### src/rtl/weight_load_ctrl.sv
// weight_load_ctrl: sequences one weight load into the weight memory.
// A start pulse resets the 64-to-16 unpacker for one cycle (CLEAR), then LOAD
// lets exactly ceil(NUM_WEIGHTS/4) FIFO words through to the unpacker and
// commits the first NUM_WEIGHTS weight writes, checking that every committed
// write lands at the expected sequential address. FLUSH drains the rest of the
// unpacker group before the block settles in DONE or ERROR.
//
// Strobe semantics: a FIFO word is consumed only in a cycle where
// unp_fifo_rd_en=1 and unp_empty=0; a weight is committed only in a cycle where
// mem_wr_en=1. Neither side stalls the other, so there is no ready path.
module weight_load_ctrl #(
  parameter int NUM_WEIGHTS    = 76323,
  parameter int TIMEOUT_CYCLES = 65535
) (
  input  logic        clk,
  input  logic        rst_n,
  input  logic        start,
  input  logic        abort,
  input  logic        fifo_empty,
  input  logic        unp_fifo_rd_en,
  input  logic        unp_wr_en,
  input  logic [31:0] unp_wr_addr,
  output logic        unp_empty,
  output logic        unp_rst_n,
  output logic        mem_wr_en,
  output logic [31:0] weight_count,
  output logic        busy,
  output logic        done,
  output logic        error,
  output logic        infer_en,
  output logic [2:0]  dbg_state
);

  localparam logic [31:0] NUM_W        = 32'(NUM_WEIGHTS);
  localparam logic [31:0] LAST_W       = 32'(NUM_WEIGHTS - 1);
  localparam logic [31:0] WORDS_NEEDED = 32'((NUM_WEIGHTS + 3) / 4);
  localparam logic [31:0] TIMEOUT_LAST = 32'(TIMEOUT_CYCLES - 1);

  typedef enum logic [2:0] {
    S_IDLE  = 3'd0,
    S_CLEAR = 3'd1,
    S_LOAD  = 3'd2,
    S_FLUSH = 3'd3,
    S_DONE  = 3'd4,
    S_ERROR = 3'd5
  } state_e;

  state_e      state_q, state_d;
  logic [31:0] weight_count_q;
  logic [31:0] word_cnt_q;
  logic [31:0] timeout_q;
  logic        abort_flag_q;
  logic        busy_q, done_q, error_q, unp_rst_n_q;

  logic        in_write_state;
  logic        word_pop;
  logic        addr_bad;
  logic        final_wr;
  logic        abort_set;
  logic        clear_now;

  // Gating of the unpacker's view of the FIFO and of the memory write strobe.
  always_comb begin
    in_write_state = (state_q == S_LOAD) || (state_q == S_FLUSH);
    unp_empty      = fifo_empty || (state_q != S_LOAD) || (word_cnt_q >= WORDS_NEEDED);
    mem_wr_en      = unp_wr_en && in_write_state && (weight_count_q < NUM_W);
    word_pop       = unp_fifo_rd_en && !unp_empty;
    addr_bad       = mem_wr_en && (unp_wr_addr != weight_count_q);
    final_wr       = mem_wr_en && (weight_count_q == LAST_W);
    // CLEAR is one cycle long and only entered from outside it, so a CLEAR
    // next-state always marks the entry edge.
    clear_now      = (state_d == S_CLEAR);
  end

  // Next-state decode; a bad address beats completion, completion beats abort.
  always_comb begin
    state_d   = state_q;
    abort_set = 1'b0;
    case (state_q)
      S_IDLE, S_DONE, S_ERROR: begin
        if (start) state_d = S_CLEAR;
      end
      S_CLEAR: state_d = S_LOAD;
      S_LOAD: begin
        if (addr_bad) begin
          state_d = S_ERROR;
        end else if (final_wr) begin
          state_d = S_FLUSH;
        end else if (abort) begin
          state_d   = S_FLUSH;
          abort_set = 1'b1;
        end else if (!unp_wr_en && (timeout_q >= TIMEOUT_LAST)) begin
          state_d = S_ERROR;
        end
      end
      S_FLUSH: begin
        if (addr_bad) begin
          state_d = S_ERROR;
        end else if (!unp_wr_en) begin
          state_d = (!abort_flag_q && (weight_count_q == NUM_W)) ? S_DONE : S_ERROR;
        end
      end
      default: state_d = S_IDLE;
    endcase
  end

  // State, counters and registered status decodes.
  always_ff @(posedge clk or negedge rst_n) begin
    if (!rst_n) begin
      state_q        <= S_IDLE;
      weight_count_q <= '0;
      word_cnt_q     <= '0;
      timeout_q      <= '0;
      abort_flag_q   <= 1'b0;
      busy_q         <= 1'b0;
      done_q         <= 1'b0;
      error_q        <= 1'b0;
      unp_rst_n_q    <= 1'b0;
    end else begin
      state_q <= state_d;

      if (clear_now)      weight_count_q <= '0;
      else if (mem_wr_en) weight_count_q <= weight_count_q + 32'd1;

      if (clear_now)     word_cnt_q <= '0;
      else if (word_pop) word_cnt_q <= word_cnt_q + 32'd1;

      // Idle-cycle counter only runs in LOAD; any unpacker write restarts it.
      if (clear_now || (state_q != S_LOAD) || unp_wr_en) timeout_q <= '0;
      else                                               timeout_q <= timeout_q + 32'd1;

      if (clear_now)      abort_flag_q <= 1'b0;
      else if (abort_set) abort_flag_q <= 1'b1;

      busy_q      <= (state_d == S_CLEAR) || (state_d == S_LOAD) || (state_d == S_FLUSH);
      done_q      <= (state_d == S_DONE);
      error_q     <= (state_d == S_ERROR);
      unp_rst_n_q <= (state_d != S_CLEAR);
    end
  end

  assign weight_count = weight_count_q;
  assign busy         = busy_q;
  assign done         = done_q;
  assign infer_en     = done_q;
  assign error        = error_q;
  assign unp_rst_n    = unp_rst_n_q;
  assign dbg_state    = state_q;

endmodule

### config.mk
export PLATFORM = sky130hd
export DESIGN_NAME = weight_load_ctrl
export DESIGN_NICKNAME = d
export VERILOG_FILES = /design/src/rtl/weight_load_ctrl.sv
export SDC_FILE = /design/constraint.sdc
export NUM_CORES = 1
export LEC_CHECK = 0
export ABC_AREA = 1
export BUFFER_PORTS_ARGS = -buffer_cell sky130_fd_sc_hd__buf_2
export CORE_MARGIN = 1
export CORE_UTILIZATION = 50
export DETAILED_ROUTE_END_ITERATION = 8
export PLACE_DENSITY = 0.74
export SLEW_MARGIN = 10
export SYNTH_ARGS = -nofsm -noshare
export SYNTH_HDL_FRONTEND = slang
export SYNTH_SLANG_ARGS = --single-unit
### constraint.sdc
create_clock -name clk -period 2.06 [get_ports clk]
set_clock_uncertainty 0.15 [all_clocks]
set_input_delay 0.103 -clock clk [delete_from_list [all_inputs] [get_ports clk]]
set_output_delay 0.103 -clock clk [all_outputs]
set_load 0.01 [all_outputs]
==> impl_metrics.ini, run 1 <==
[outcome]
outcome = finished, violations left
violations = negative setup slack

[die]
pin_count = 81
initial_core_util_pct = 51.4
core.rowCount = 39
die-height_um = 111
die_area_um2 = 12200
fp.coreArea_um2 = 11500
die_x_um = 111

[critical_path]
critical_path_class = flip-flop to flip-flop
worst_path_max_delay_cell = dfrtp_2
crit_fanout = 5
crit_top_cell = nand2_1
crit_path_start_kind = flip-flop
cp.arrival_ns = 2.53
cpLargestDelayFamily = simple AND/OR/NAND/NOR gates
r2r_setup_slack_ns = -0.36
r2r-end = word_cnt_q[28]
r2r.worst_path.cells = 17
r2r_start = weight_count[0]
endpoint_kind = flip-flop
crit_start = weight_count[0]
crit_required_ns = 2.16
path_cells = ha_2, nor2_1, nand2_1, nand2_1, nand2_1, nand2_1, nand2_2, a21oi_4, nand2_2, nand2_2, nand2_2, a21oi_4, nand3_4, buf_4, buf_16, nand2_1, inv_2
worst-path-stages = 17
crit_path_max_incr_delay_ns = 0.41
path_buf_inv = 3

[yosys]
synth_cells = 816
syn_avg_cell_area_um2 = 7.22
ys_seq_area_share_pct = 44.2
synthTopCellsByArea = dfrtp_1, nand2_1, inv_1, nor2_1, xnor2_1
syn-num-nets = 862
synth.cell_area_um2 = 5890
synth_area_leader_cell = dfrtp_1
yosys_register_bits = 104
synth_cell_type_count = 33
yosysTopAreaCellShare_pct = 44.2
yosys_warnings = 0

[placed_design]
pre_cts_ws_ns = -0.385
routabilityCongestion = 0.847
portBuffers = 80
dpl.hpwl_um = 10600

[global_routing]
grt_pass1_wl_um = 24600
grt_start_max_net_pins = 33
track_usage_pct = 25.3
antenna_found_initial = 0
grt_overflow = 0
grt_pass1_vias = 5409

[timing]
worstMarginPinSlew_ns = 0.419
slew_violations = 0
grt_setup_unrepaired = yes
relSlewSlack_pct = 72.1
period_share_pct = 118
setup_viol_count_final = 81
min_period_ns = 2.42
hold_viol_final = 0
fin_ws_ns = -0.364
max_freq_ghz = 0.413
setup_tns_ns = -22.45

[clocking]
clock_sinks = 104
htreeDepth = 3
clock_latency_ns = 0.36
root_buffer = clkbuf_16
cts_buffers = 9
cts_tree = built
clock_path_buffers = 2
clkTransAtPathRegs_ns = 0.07

[routing]
post_drt_wl_per_cell_um = 13.4
first_pass_iters = 5
drc = 0
drt_first_iter_violations = 262
ant_nets = 0
wl_um = 16000
via_per_inst = 4.91
num_vias = 5857

[power]
p_per_area_nw_per_um2 = 789
ir_worst_vdd_mv = 0.835
power.leakage_nw = 4.72

[worst_hold_path]
worstHoldEndpoint = abort_flag_q
hold_start = abort
min_delay_path_depth = 5
hold_class = input pin to flip-flop

[final_layout]
layout.nets = 1090
layout_commonest_cell = nand2_1
num_antenna_cells = 0
syn_to_final_growth_pct = 44.8
fillCellCount = 802
drive_above_1_share_pct = 38.3
layout_common_cells = nand2_1, buf_4, inv_1, nor2_1, dfrtp_1

[job]
drv_cap = 0
==> per-layer routing <==
layer / global-route usage [%] / part of all wire, % / up-vias
li1: - / - / 2899
met1: 30.3 / 41 / 2759
met2: 44.6 / 52 / 161
met3: 5.32 / 4.3 / 38
met4: 9.51 / 2.7 / 0
met5: 0 / 0 / -
==> metrics by stage <==
step | total power (W) | utilization (%) | cells | hold WS, ns | instance area (µm²)
final | 0.00673 | 74.4 | 1192 | 0.0185 | 8530
after global routing | 0.00702 | 74.4 | 1192 | 0.0591 | 8530
after CTS | 0.00645 | 69.6 | 1176 | 0.0329 | 7980
after detailed placement | 0.00390 | 64.2 | 1148 | -0.0791 | 7360
after global placement | 0.00388 | 64.2 | 1148 | -0.0789 | 7360
after floorplan | 0.00326 | - | 816 | -0.343 | 5900
==> registers in the layout, indices dropped and copies added, names as in the netlist <==
register	cells
word_cnt_q	32
timeout_q	32
weight_count	32
dbg_state	3
abort_flag_q	1
error	1
unp_rst_n	1
done	1
busy	1
==> what timing repair did <==
item / 4_1_cts / 5_1_grt
pin swaps: 5 / 48
cloned: 4 / 0
endpoints found under the hold margin: 104 / 0
endpoints found under the setup margin: 84 / 93
buffers inserted: 7 / 20
gates resized for setup: 40 / 135
hold buffers: 1 / 0
==> final cells by class <==
type	instances	area (µm²)	area share, %
timing repair buffer	232	1750	20.5
inverter	164	618	7.25
multi-input combinational	533	3060	35.9
clock inverter	5	63.8	0.748
sequential	104	2620	30.7
tap	143	179	2.10
clock buffer	11	243	2.85
==> kinds of logic (layout without fill, tap and decap cells) <==
logic type,count (synthesis),count (layout),synth area share [%]
AOI/OAI and AO/OA,36,36,3.51
xor gates and xnor gates,52,52,7.73
adders and majority gates,7,7,1.49
buffers and inverters,179,412,12.3
DFF,104,104,44.2
and+or+nand+nor,438,438,30.8
==> report_power, final <==
group          total (W)  switching, W  internal (W)
combinational    0.00272       0.00139       0.00133
sequential       0.00222     0.0000800       0.00214
clock            0.00179      0.000800      0.000990
==> how the worst max path moves through the flow <==
| stage | endpoint | slack (ns) |
|---|---|---|
| finish | word_cnt_q[28] | -0.36 |
| global route | word_cnt_q[28] | -0.51 |
| CTS | word_cnt_q[11] | -0.33 |
| detailed placement | word_cnt_q[14] | -0.39 |
| global placement | word_cnt_q[14] | -0.30 |
| floorplan | weight_count[0] | -0.23 |
==> worst min-delay path: stages <==
cell,delay [ns]
buf_2,0.12
nand3_1,0.08
a21oi_1,0.04
o21ai_1,0.10
inv_1,0.04
==> synthesized netlist by cell type (all sizes together) <==
library cell and n:
nand3 29, a211oi 1, nand3b 2, o22ai 1, buf 14, a21oi 17, dfrtp 104, nand4 14
and3 2, and2 1, xor2 20, ha 7, inv 164, a22oi 1, clkbuf 1, nor2 126
nor4 4, xnor2 32, nor3b 4, o21ai 12, nand2 229, nor3 25, a31oi 4, or2 2
Power figures use the tool's default switching activity.
==> inputs of run 2 (changes only) <==
PLACE_DENSITY = 0.71   (was 0.74)
clock period = 2.7 ns   (was 2.06 ns; I/O delays follow)
==> impl_metrics.ini, run 2 (synthesis gave the netlist of run 1 again) <==
[power]
p_per_area_nw_per_um2 = 622
power_w = 0.00428
ir_worst_vdd_mv = 0.406
power.leakage_nw = 3.87

[outcome]
outcome = completed

[final_layout]
layout.area.seq_um2 = 2600
layout.nets = 955
syn_to_final_growth_pct = 16.8
multi_input_area_um2 = 2590
num_antenna_cells = 0
layout_common_cells = nand2_1, inv_1, nor2_1, dfrtp_1, buf_2
fillCellCount = 1059
layout_commonest_cell = nand2_1
drive_above_1_share_pct = 16.7

[critical_path]
crit_path_max_incr_delay_ns = 0.45
endpoint_kind = flip-flop
crit_path_start_kind = flip-flop
crit_fanout = 36
crit_top_cell = nand2_1
cp.arrival_ns = 2.55
path_cells = ha_1, nor2_1, nand2_1, nand2_1, nand2_1, nand2_1, nand2_2, a21oi_4, nand2_2, nand2_1, nand2_1, a21oi_4, nand3_4, buf_12, o21ai_0, inv_1
crit_required_ns = 2.80
critical_path_class = flip-flop to flip-flop
worst_path_max_delay_cell = dfrtp_2

[job]
drv_cap = 0

[global_routing]
busiest_layer = met2
use_met2_pct = 35.3
grt_start_max_net_pins = 55
grt_pass1_vias = 4864
grt_util_met1_pct = 32.2
grt_overflow = 0
track_usage_pct = 22.6
met3_usage_pct = 2.69
grt_pass1_wl_um = 22600
antenna_found_initial = 0

[die]
initial_core_util_pct = 51.4
pin_count = 81
die-height_um = 111
die_area_um2 = 12200
die_x_um = 111
core.rowCount = 39
fp.coreArea_um2 = 11500

[worst_hold_path]
hold_class = input pin to flip-flop

[routing]
num_vias = 5057
via_per_inst = 4.78
post_drt_wl_per_cell_um = 12.2
ant_nets = 0
drt_first_iter_violations = 243
wl_um = 12900
first_pass_iters = 4
drc = 0

[timing]
slew_violations = 0
period_share_pct = 90.8
min_period_ns = 2.45
grt_setup_unrepaired = yes
relSlewSlack_pct = 54.4
setup_viol_count_final = 0
whs_ns = 0.0805
hold_viol_final = 0
max_freq_ghz = 0.408
worstMarginPinSlew_ns = 0.683

[clocking]
clkTransAtPathRegs_ns = 0.08
cts_buffers = 9
clock_path_buffers = 2
cts_tree = built
clock_sinks = 104
root_buffer = clkbuf_16
clock_latency_ns = 0.35
htreeDepth = 3

[placed_design]
routabilityCongestion = 0.876
dpl.hpwl_um = 9410
portBuffers = 80
[run 2: changes by cell type in the layout (fill, tap and decap cells not counted), moves of 14 or more]
cell,previous run,this run
buf_4,129,14
buf_6,16,0
inv_1,120,140
inv_2,43,24
nand2_1,196,225
nand2_2,23,4
nor2_1,96,118
nor2_4,14,0
[run 2: area by class of cell]
class,instances,area share [%]
sequential,104,37.9
clock inverter,7,1.49
timing repair buffer,97,8.15
clock buffer,9,3.27
inverter,164,8.95
multi-input combinational,533,37.7
tap,143,2.60
[run 2: metal layers]
metal | vias up | routed length [µm]
met1 | 2296 | 6350
met3 | 24 | 426
met2 | 109 | 5830
li1 | 2628 | -
met5 | - | 0
met4 | 0 | 300
[run 2: power breakdown]
part | leakage (nW) | internal (W) | switching (W)
clock | 0.162 | 0.000827 | 0.000628
sequential | 1.44 | 0.00163 | 0.0000764
combinational | 2.27 | 0.000400 | 0.000716
total | 3.87 | 0.00286 | 0.00142
[run 2: what timing repair did]
item                       CTS  global route
hold buffers                 2             0
gates resized for setup      0             9
hold endpoints to repair    51             0
setup buffers                0             1
setup endpoints to repair    0            60
[run 2: stage by stage]
step | util [%] | TNS [ns] | setup WS (ns) | std cells | instance area, µm²
6_report | 60.0 | 0 | 0.249 | 1057 | 6880
5_1_grt | 60.0 | -0.00378 | -0.00378 | 1057 | 6880
3_3_place_gp | 56.6 | 0 | 0.127 | 1038 | 6490
2_1_floorplan | - | 0 | 0.366 | 816 | 5890
4_1_cts | 59.7 | 0 | 0.0775 | 1056 | 6840
3_5_place_dp | 56.6 | 0 | 0.0945 | 1038 | 6490
[run 2: path summary, 6_finish.rpt]
| kind | cells after the start | slack, ns | end | startpoint |
|---|---|---|---|---|
| worst max-delay path | 16 | 0.25 | word_cnt_q[14] | weight_count[0] |
| worst min-delay path | 4 | 0.08 | word_cnt_q[6] | unp_fifo_rd_en |
| worst max register to register | 16 | 0.25 | word_cnt_q[14] | weight_count[0] |
| worst min register to register | 2 | 0.32 | word_cnt_q[15] | word_cnt_q[15] |
| max in group asynchronous | 3 | 1.47 | word_cnt_q[12] | rst_n |
| min in group asynchronous | 2 | 0.21 | weight_count[2] | rst_n |
[run 2: worst max-delay path, delay by kind of cell (launching register included)]
| kind | cells | cell delay, ns |
|---|---|---|
| DFF | 1 | 0.45 |
| and+or+nand+nor | 10 | 0.84 |
| buffers and inverters | 2 | 0.24 |
| adders and majority gates | 1 | 0.24 |
| AOI/OAI and AO/OA | 3 | 0.41 |
